**config.mk**
```make
export PLATFORM = sky130hd
export DESIGN_NAME = line_judge
export DESIGN_NICKNAME = d
export VERILOG_FILES = /design/src/rtl/line_judge_pkg.sv /design/src/rtl/judge_cell_lines.sv /design/src/rtl/line_judge.sv
export SDC_FILE = /design/constraint.sdc
export NUM_CORES = 1
export LEC_CHECK = 0
export ABC_AREA = 1
export CAP_MARGIN = 20
export CORE_MARGIN = 8
export CORE_UTILIZATION = 55
export CTS_BUF_LIST = sky130_fd_sc_hd__clkbuf_8
export CTS_CLUSTER_SIZE = 16
export DETAILED_ROUTE_END_ITERATION = 8
export PLACE_DENSITY = 0.75
export SLEW_MARGIN = 20
export SYNTH_ARGS = -nofsm -noshare
export SYNTH_HDL_FRONTEND = slang
export SYNTH_SLANG_ARGS = --single-unit
```
**constraint.sdc**
```tcl
create_clock -name clk -period 4.2 [get_ports clk]
set_input_delay 0.84 -clock clk [delete_from_list [all_inputs] [get_ports clk]]
set_output_delay 0.84 -clock clk [all_outputs]
set_load 0.01 [all_outputs]
```
**src/rtl/line_judge_pkg.sv**
```systemverilog
// Shared types and direction helpers for the line_judge end-of-game judge.
package line_judge_pkg;

  typedef enum logic [1:0] {IDLE, SCAN, EMIT} state_t;
  typedef enum logic [1:0] {DIR_H, DIR_V, DIR_D, DIR_A} dir_t;

  localparam int NUM_DIRS = 4;

  // Row step per stone for each direction (H, V, D, A)
  function automatic int dir_dr(input int d);
    return (d == 0) ? 0 : 1;
  endfunction

  function automatic int dir_dc(input int d);
    case (d)
      0:       return 1;
      1:       return 0;
      2:       return 1;
      default: return -1;
    endcase
  endfunction

  // Lowest set bit wins, giving the H, V, D, A tie-break order
  function automatic dir_t first_dir(input logic [NUM_DIRS-1:0] hit);
    if (hit[0])      return DIR_H;
    else if (hit[1]) return DIR_V;
    else if (hit[2]) return DIR_D;
    else             return DIR_A;
  endfunction

endpackage

```
**src/rtl/judge_cell_lines.sv**
```systemverilog
// Combinational check of the four lines starting at one cell of one board.
module judge_cell_lines
  import line_judge_pkg::*;
#(
  parameter int ROWS    = 3,
  parameter int COLS    = 3,
  parameter int WIN_LEN = 3,
  localparam int RW = (ROWS > 1) ? $clog2(ROWS) : 1,
  localparam int CW = (COLS > 1) ? $clog2(COLS) : 1
) (
  input  logic [ROWS*COLS-1:0] board,
  input  logic [RW-1:0]        r,
  input  logic [CW-1:0]        c,
  output logic [NUM_DIRS-1:0]  hit
);

  localparam int IW = (ROWS * COLS > 1) ? $clog2(ROWS * COLS) : 1;

  int            rr;
  int            cc;
  logic          ok;
  logic [IW-1:0] idx;

  // A line only counts when every one of its cells lies on the board
  always_comb begin
    hit = '0;
    rr  = 0;
    cc  = 0;
    ok  = 1'b0;
    idx = '0;
    for (int d = 0; d < NUM_DIRS; d++) begin
      ok = 1'b1;
      for (int k = 0; k < WIN_LEN; k++) begin
        rr = int'(r) + k * dir_dr(d);
        cc = int'(c) + k * dir_dc(d);
        if (rr < 0 || rr >= ROWS || cc < 0 || cc >= COLS) begin
          ok = 1'b0;
        end else begin
          idx = IW'(rr * COLS + cc);
          if (!board[idx]) ok = 1'b0;
        end
      end
      hit[d] = ok;
    end
  end

endmodule

```
**src/rtl/line_judge.sv**
```systemverilog
// Sequential end-of-game judge: scans one cell per cycle, reports first win, draw or illegal board.
module line_judge
  import line_judge_pkg::*;
#(
  parameter int ROWS    = 3,
  parameter int COLS    = 3,
  parameter int WIN_LEN = 3,
  localparam int RW = (ROWS > 1) ? $clog2(ROWS) : 1,
  localparam int CW = (COLS > 1) ? $clog2(COLS) : 1
) (
  input  logic                 clk,
  input  logic                 reset,
  input  logic                 req,
  output logic                 ready,
  input  logic [ROWS*COLS-1:0] board_a,
  input  logic [ROWS*COLS-1:0] board_b,
  output logic                 valid,
  output logic                 end_of_game,
  output logic                 win_a,
  output logic                 win_b,
  output logic                 draw,
  output logic                 illegal,
  output logic [RW-1:0]        win_row,
  output logic [CW-1:0]        win_col,
  output logic [1:0]           win_dir
);

  state_t                state, next_state;
  logic                  busy;
  logic                  accept;
  logic                  last_cell;
  logic [ROWS*COLS-1:0]  cap_a, cap_b;
  logic [RW-1:0]         r;
  logic [CW-1:0]         c;
  logic [NUM_DIRS-1:0]   hit_a, hit_b;
  logic                  found_a, found_b;
  logic [RW-1:0]         row_a, row_b;
  logic [CW-1:0]         col_a, col_b;
  dir_t                  dir_a, dir_b;
  logic                  overlap, full, both_win;

  judge_cell_lines #(.ROWS(ROWS), .COLS(COLS), .WIN_LEN(WIN_LEN)) u_lines_a (
    .board (cap_a),
    .r     (r),
    .c     (c),
    .hit   (hit_a)
  );

  judge_cell_lines #(.ROWS(ROWS), .COLS(COLS), .WIN_LEN(WIN_LEN)) u_lines_b (
    .board (cap_b),
    .r     (r),
    .c     (c),
    .hit   (hit_b)
  );

  assign ready     = !req && !busy;
  assign overlap   = |(cap_a & cap_b);
  assign full      = &(cap_a | cap_b);
  assign both_win  = found_a & found_b;
  assign last_cell = (r == RW'(ROWS - 1)) && (c == CW'(COLS - 1));

  always_ff @(posedge clk or negedge reset) begin
    if (!reset) state <= IDLE;
    else        state <= next_state;
  end

  always_comb begin
    next_state = state;
    accept     = 1'b0;
    case (state)
      IDLE: begin
        if (req && !busy) begin
          accept     = 1'b1;
          next_state = SCAN;
        end
      end
      SCAN:    if (last_cell) next_state = EMIT;
      EMIT:    next_state = IDLE;
      default: next_state = IDLE;
    endcase
  end

  // Datapath: capture, cursor walk, first-hit bookkeeping and result registers
  always_ff @(posedge clk or negedge reset) begin
    if (!reset) begin
      busy        <= 1'b1;
      cap_a       <= '0;
      cap_b       <= '0;
      r           <= '0;
      c           <= '0;
      found_a     <= 1'b0;
      found_b     <= 1'b0;
      row_a       <= '0;
      row_b       <= '0;
      col_a       <= '0;
      col_b       <= '0;
      dir_a       <= DIR_H;
      dir_b       <= DIR_H;
      valid       <= 1'b0;
      end_of_game <= 1'b0;
      win_a       <= 1'b0;
      win_b       <= 1'b0;
      draw        <= 1'b0;
      illegal     <= 1'b0;
      win_row     <= '0;
      win_col     <= '0;
      win_dir     <= '0;
    end else begin
      case (state)
        IDLE: begin
          valid <= 1'b0;
          if (accept) begin
            busy        <= 1'b1;
            cap_a       <= board_a;
            cap_b       <= board_b;
            r           <= '0;
            c           <= '0;
            found_a     <= 1'b0;
            found_b     <= 1'b0;
            row_a       <= '0;
            row_b       <= '0;
            col_a       <= '0;
            col_b       <= '0;
            dir_a       <= DIR_H;
            dir_b       <= DIR_H;
            end_of_game <= 1'b0;
            win_a       <= 1'b0;
            win_b       <= 1'b0;
            draw        <= 1'b0;
            illegal     <= 1'b0;
            win_row     <= '0;
            win_col     <= '0;
            win_dir     <= '0;
          end else if (!req) begin
            busy <= 1'b0;
          end
        end
        SCAN: begin
          if ((hit_a != '0) && !found_a) begin
            found_a <= 1'b1;
            row_a   <= r;
            col_a   <= c;
            dir_a   <= first_dir(hit_a);
          end
          if ((hit_b != '0) && !found_b) begin
            found_b <= 1'b1;
            row_b   <= r;
            col_b   <= c;
            dir_b   <= first_dir(hit_b);
          end
          if (c == CW'(COLS - 1)) begin
            c <= '0;
            r <= r + 1'b1;
          end else begin
            c <= c + 1'b1;
          end
        end
        EMIT: begin
          win_a       <= found_a;
          win_b       <= found_b;
          illegal     <= overlap | both_win;
          draw        <= full & ~found_a & ~found_b & ~(overlap | both_win);
          end_of_game <= found_a | found_b | full | overlap;
          win_row     <= found_a ? row_a : (found_b ? row_b : '0);
          win_col     <= found_a ? col_a : (found_b ? col_b : '0);
          win_dir     <= found_a ? dir_a : (found_b ? dir_b : DIR_H);
          valid       <= 1'b1;
          busy        <= 1'b0;
        end
        default: busy <= 1'b1;
      endcase
    end
  end

endmodule

```
==> flow_metrics.py, run 1 <==
metrics = {
    "run_status": {
        "status": "finished clean",
    },
    "floorplanning": {
        "die_width_um": 109,
        "dieArea_mm2": 0.0120,
        "pin_count": 34,
        "start_util": 0.558,
        "placement_rows": 34,
        "die_y_um": 109,
        "core_mm2": 0.00859,
    },
    "timing": {
        "rsz0062_at_grt": "false",
        "hold_violations": 0,
        "worst_pin_slew_ns": 0.764,
        "slew_headroom": 0.490,
        "skew_ns": 0.0211,
        "timing.final.setup_violations": 0,
        "fin_crit_sh": 0.904,
        "fmax_mhz": 263,
        "final_max_slew_viol_count": 0,
        "fin_tns_setup_ns": 0,
        "min_period_ns": 3.80,
    },
    "synth": {
        "synth_largest_area_cell": "dfrtp_1",
        "yosysSeqAreaShare": 0.266,
        "ys_types": 37,
        "syn-num-nets": 828,
        "synth_seq_cells": 51,
        "yosysTopAreaCellShare": 0.261,
        "syn-cell-area_mm2": 0.00479,
        "syn_inst": 770,
        "synth_area_per_cell_um2": 6.23,
        "yosysWarningCount": 0,
        "yosys-top-cells-area": "dfrtp_1, nand2_1, nand3_1",
    },
    "clock_tree": {
        "cts.sinks": 51,
        "root_buffer": "clkbuf_8",
        "clock_latency_ns": 0.32,
        "cts_buffers": 5,
        "cts_buffer_depth": 2,
        "cts_tree": "built",
        "htree_levels": 2,
        "cts_setup_buffers": 0,
        "cts.clk_slew.worst_paths_ns": 0.11,
    },
    "global_routing": {
        "grt.total_usage": 0.257,
        "grt_max_degree": 52,
        "overflow": 0,
        "grt_pass1_vias": 5145,
        "antenna_found_initial": 0,
        "grt_pass1_wl_mm": 24.9,
    },
    "finish": {
        "n_fill_cell": 832,
        "syn2layout_area_growth_pct": 11.7,
        "final_nets": 859,
        "layout_commonest_cell": "nand2_1",
        "fin_area_mm2": 0.00535,
        "num_antenna_cells": 0,
        "layout-drive-gt1-share": 0.0399,
        "final_cell_mix": "nand2_1, nand3_1, inv_1, dfrtp_1, nor2_1",
        "reg_top3": "cap_a: 9 flops, cap_b: 9 flops",
    },
    "route": {
        "drtPass1Iterations": 5,
        "ant_nets": 0,
        "drt-wirelength-per-cell_um": 16.0,
        "wl_mm": 14.6,
        "vias": 5178,
        "drtIter0Drc": 420,
        "via_per_inst": 5.69,
        "drc_errors": 0,
    },
    "placed_design": {
        "hpwl_mm": 11.7,
        "place_congestion": 1.01,
        "port_buffers": 33,
        "placed_cell_area_mm2": 0.00523,
    },
    "hold_path": {
        "hold_class": "flop to flop",
    },
    "setup_path": {
        "crit_arrival_ns": 4.04,
        "crit_type": "flop to flop",
        "crit_path_end_kind": "flop",
        "crit_required_ns": 4.44,
        "reg2reg_slack_ns": 0.40,
        "crit_path_start_kind": "flop",
        "critPathMaxFanout": 12,
    },
    "job": {
        "cap_violations": 0,
    },
}
[cells in the mapped netlist]
library cell,n
nand3b_1,2
nand2_1,305
a22o_1,1
buf_2,3
buf_4,2
a21oi_2,1
nor2_1,47
o21bai_1,1
nor2_4,1
inv_2,3
and2_1,1
o21a_1,1
xor2_1,3
clkbuf_1,9
nand2_2,3
a21o_1,2
clkinv_1,1
fa_1,6
buf_6,1
o21ai_0,36
o2111ai_1,1
nand3_2,2
nand3_1,132
dfrtp_1,50
dfstp_2,1
o211ai_1,3
nor3_1,6
a22oi_1,6
o22ai_1,6
o21ai_1,1
nand2_4,5
ha_1,31
xnor2_1,2
nand4_1,5
nor3_2,1
a21oi_1,11
inv_1,78
[through the flow]
stage | setup WS (ns) | hold slack [ns] | std cells | util
6_report | 0.402 | 0.497 | 910 | 0.623
5_1_grt | 0.0229 | 0.520 | 910 | 0.623
4_1_cts | 0.312 | 0.499 | 910 | 0.622
3_5_place_dp | 0.340 | 0.471 | 902 | 0.609
3_3_place_gp | 0.480 | 0.468 | 902 | 0.609
2_1_floorplan | 1.11 | 0.476 | 770 | -
[worst paths after layout]
kind / endpoint / cells past startpoint / start
max: row_b[1] / 19 / r[0]
min: win_dir[0] / 2 / win_dir[0]
max reg2reg: row_b[1] / 19 / r[0]
min reg2reg: win_dir[0] / 2 / win_dir[0]
max in group asynchronous: win_row[1] / 2 / reset
min in group asynchronous: cap_a[3] / 2 / reset
[per-layer routing]
layer / GRT usage / share of wire / wire, um
met3: 0.0399 / 0.063 / 920
met1: 0.337 / 0.45 / 6480
met5: 0 / 0 / 0
met4: 0.0935 / 0.028 / 401
met2: 0.419 / 0.46 / 6750
[area by class of cell]
type	count	area (um^2)	share of cell area
inverter	82	308	0.0575
timing repair buffer	39	370	0.0692
multi-input combinational	622	3150	0.589
clock buffer	5	68.8	0.0129
tap	108	135	0.0252
sequential	51	1280	0.239
clock inverter	3	41.3	0.00771
[logic make-up (layout without fill, tap and decap cells)]
| logic type | after synthesis | count (layout) | share of synthesized area |
|---|---|---|---|
| compound gates | 70 | 70 | 0.0838 |
| xor+xnor | 5 | 5 | 0.00914 |
| fa+ha+maj | 37 | 37 | 0.106 |
| buf+inv | 97 | 129 | 0.0799 |
| flops | 51 | 51 | 0.266 |
| simple gates | 510 | 510 | 0.455 |
[critical path, cell delays in order (launching register included)]
cell	delay, ns
dfrtp_1	0.47
inv_1	0.25
ha_4	0.41
inv_1	0.19
fa_1	0.53
buf_4	0.17
clkinv_1	0.22
nor2_1	0.16
nand2_1	0.06
nand2_1	0.06
nand2_1	0.08
inv_1	0.09
nand2_1	0.06
nor3_1	0.30
nand3_1	0.19
nand3_2	0.14
nand2_4	0.09
nand2_4	0.10
nand2_1	0.08
nand2_1	0.06
[what timing repair did]
| item | 4_1_cts | 5_1_grt |
|---|---|---|
| hold buffers | 0 | 0 |
| resized for setup | 0 | 2 |
| setup endpoints to repair | 0 | 7 |
Power of run 1 is not shown: default switching activity piles up to over one toggle a cycle in this logic, so the estimate is an artifact.
==> run 2: changes to the inputs <==
Settings changed: PLACE_DENSITY 0.75 to 0.8, SYNTH_HIERARCHICAL set to 1.
==> flow_metrics.py, run 2 <==
metrics = {
    "run_status": {
        "status": "finished clean",
    },
    "route": {
        "ant_nets": 0,
        "drtPass1Iterations": 8,
        "drc_errors": 0,
        "drtIter0Drc": 543,
        "via_per_inst": 5.47,
        "vias": 5815,
        "wl_mm": 15.4,
        "drt-wirelength-per-cell_um": 14.5,
    },
    "finish": {
        "multi_input_area_mm2": 0.00408,
        "layout-drive-gt1-share": 0.0916,
        "final_cell_mix": "nand2_1, nand3_1, inv_1, ha_1, nor2_1",
        "final_nets": 1019,
        "reg_top3": "cap_a: 9 flops, cap_b: 9 flops",
        "register_area_mm2": 0.00128,
        "n_fill_cell": 991,
        "layout_commonest_cell": "nand2_1",
        "syn2layout_area_growth_pct": 9.81,
        "num_antenna_cells": 0,
    },
    "global_routing": {
        "grt.total_usage": 0.218,
        "overflow": 0,
        "use_met3": 0.0298,
        "met1_usage": 0.295,
        "top_usage_layer": "met2",
        "use_met2": 0.357,
        "grt_pass1_wl_mm": 26.1,
        "grt_max_degree": 36,
        "grt_pass1_vias": 5561,
        "antenna_found_initial": 0,
    },
    "setup_path": {
        "critPathMaxFanout": 11,
        "rr_worst_depth": 17,
        "crit_arrival_ns": 3.95,
        "crit_path_start": "r[0]",
        "crit_path_start_kind": "flop",
        "r2r_end": "col_b[0]",
        "crit_type": "flop to flop",
        "crit_path_end_kind": "flop",
        "r2r-start": "r[0]",
        "crit_required_ns": 4.42,
        "reg2reg_slack_ns": 0.47,
    },
    "placed_design": {
        "hpwl_mm": 12.2,
        "port_buffers": 33,
        "place_congestion": 0.939,
    },
    "floorplanning": {
        "core_mm2": 0.0104,
        "die_width_um": 119,
        "placement_rows": 37,
        "start_util": 0.567,
        "pin_count": 34,
        "dieArea_mm2": 0.0143,
        "die_y_um": 119,
    },
    "synth": {
        "syn-cell-area_mm2": 0.00588,
        "yosys-top-cells-area": "dfrtp_1, nand2_1, ha_1",
        "syn_inst": 889,
        "yosysSeqAreaShare": 0.217,
        "ys_types": 40,
        "synth_edf_count": 0,
        "yosysTopAreaCellShare": 0.213,
        "post-synth-top-count-cell": "nand2_1",
        "synthTopCellsByCount": "nand2_1, nand3_1, inv_1",
        "synth_area_per_cell_um2": 6.62,
        "syn-num-nets": 981,
        "synth_largest_area_cell": "dfrtp_1",
        "async_reset_ff_frac": 1.00,
        "synth_seq_cells": 51,
        "synth_ff_type": "dfrtp_1",
        "yosysWarningCount": 6,
    },
    "timing": {
        "hold_violations": 0,
        "timing.final.setup_violations": 0,
        "final_max_slew_viol_count": 0,
        "skew_ns": 0.0111,
        "rsz0062_at_grt": "false",
        "fin_crit_sh": 0.888,
        "fmax_mhz": 268,
        "worst_pin_slew_ns": 0.706,
        "min_period_ns": 3.73,
        "fin_tns_setup_ns": 0,
        "slew_headroom": 0.529,
    },
    "clock_tree": {
        "root_buffer": "clkbuf_8",
        "cts_buffer_depth": 2,
        "cts_tree": "built",
        "clock_latency_ns": 0.32,
        "htree_levels": 2,
        "cts.sinks": 51,
        "cts_buffers": 5,
        "cts.clk_slew.worst_paths_ns": 0.10,
        "cts_setup_buffers": 0,
        "cts_resized": 0,
        "ctsHoldBuffers": 0,
    },
    "job": {
        "cap_violations": 0,
    },
    "hold_path": {
        "hold_class": "primary input to asynchronous set/reset pin",
    },
}
## run 2: changes by cell type in the layout (fill, tap and decap cells not counted), moves of 7 or more
cell and delta:
nand3_2 +8, ha_1 +31, nand2_2 +16, inv_2 +11, inv_1 +23, nand3b_1 +7
xor2_1 +7, nand3_1 -8
## run 2: metrics by stage
| step | cell area [um^2] | setup WS [ns] | hold slack (ns) | utilization | instances |
|---|---|---|---|---|---|
| after floorplan | 5880 | 0.740 | 0.469 | - | 889 |
| after global placement | 6350 | 0.693 | 0.464 | 0.612 | 1056 |
| after detailed placement | 6350 | 0.563 | 0.467 | 0.612 | 1056 |
| after CTS | 6460 | 0.530 | 0.444 | 0.623 | 1064 |
| after global routing | 6460 | 0.240 | 0.447 | 0.623 | 1064 |
| final | 6460 | 0.472 | 0.426 | 0.623 | 1064 |
## run 2: kinds of logic after synthesis
family / count (synthesis) / share of synthesized area
buffers and inverters: 126 / 0.0900
AND/OR/NAND/NOR: 559 / 0.437
XOR/XNOR: 18 / 0.0268
adder cells (fa/ha/maj): 71 / 0.164
AO/OA/AOI/OAI: 64 / 0.0657
flip-flops: 51 / 0.217
## run 2: layout make-up
type	instances	share of cell area
clock inverters	3	0.00659
repair buffers	42	0.0608
clock buffers	5	0.0107
well taps	136	0.0263
multi-input cells	712	0.631
flip-flops and latches	51	0.198
inverters	115	0.0668
## run 2: routing by layer
layer | up-vias | routed length, um | share of wire
met4 | 0 | 397 | 0.026
met2 | 220 | 7070 | 0.46
met5 | - | 0 | 0
met1 | 2636 | 7060 | 0.46
met3 | 42 | 857 | 0.056
li1 | 2917 | - | -
## run 2: worst max-delay path, stage by stage (launching register included)
cell,delay [ns]
dfrtp_1,0.61
inv_2,0.19
ha_1,0.56
inv_2,0.19
fa_1,0.67
inv_2,0.11
o21ai_0,0.27
nand3_1,0.12
nand3_1,0.09
nand2_1,0.07
nand2_1,0.06
nor2_1,0.05
nor2_1,0.15
nand2_1,0.12
nand3_4,0.13
nand2_2,0.10
nand2_1,0.09
nand2_1,0.05
## run 2: worst max path at each step
stage          slack (ns)  endpoint  cells after the start
2_1_floorplan        0.74  col_b[0]                     21
3_3_place_gp         0.69  row_b[1]                     17
3_5_place_dp         0.56  col_b[0]                     18
4_1_cts              0.53  col_b[0]                     18
5_1_grt              0.24  col_b[0]                     20
6_report             0.47  col_b[0]                     17
Power of run 2 is left out for the same reason.
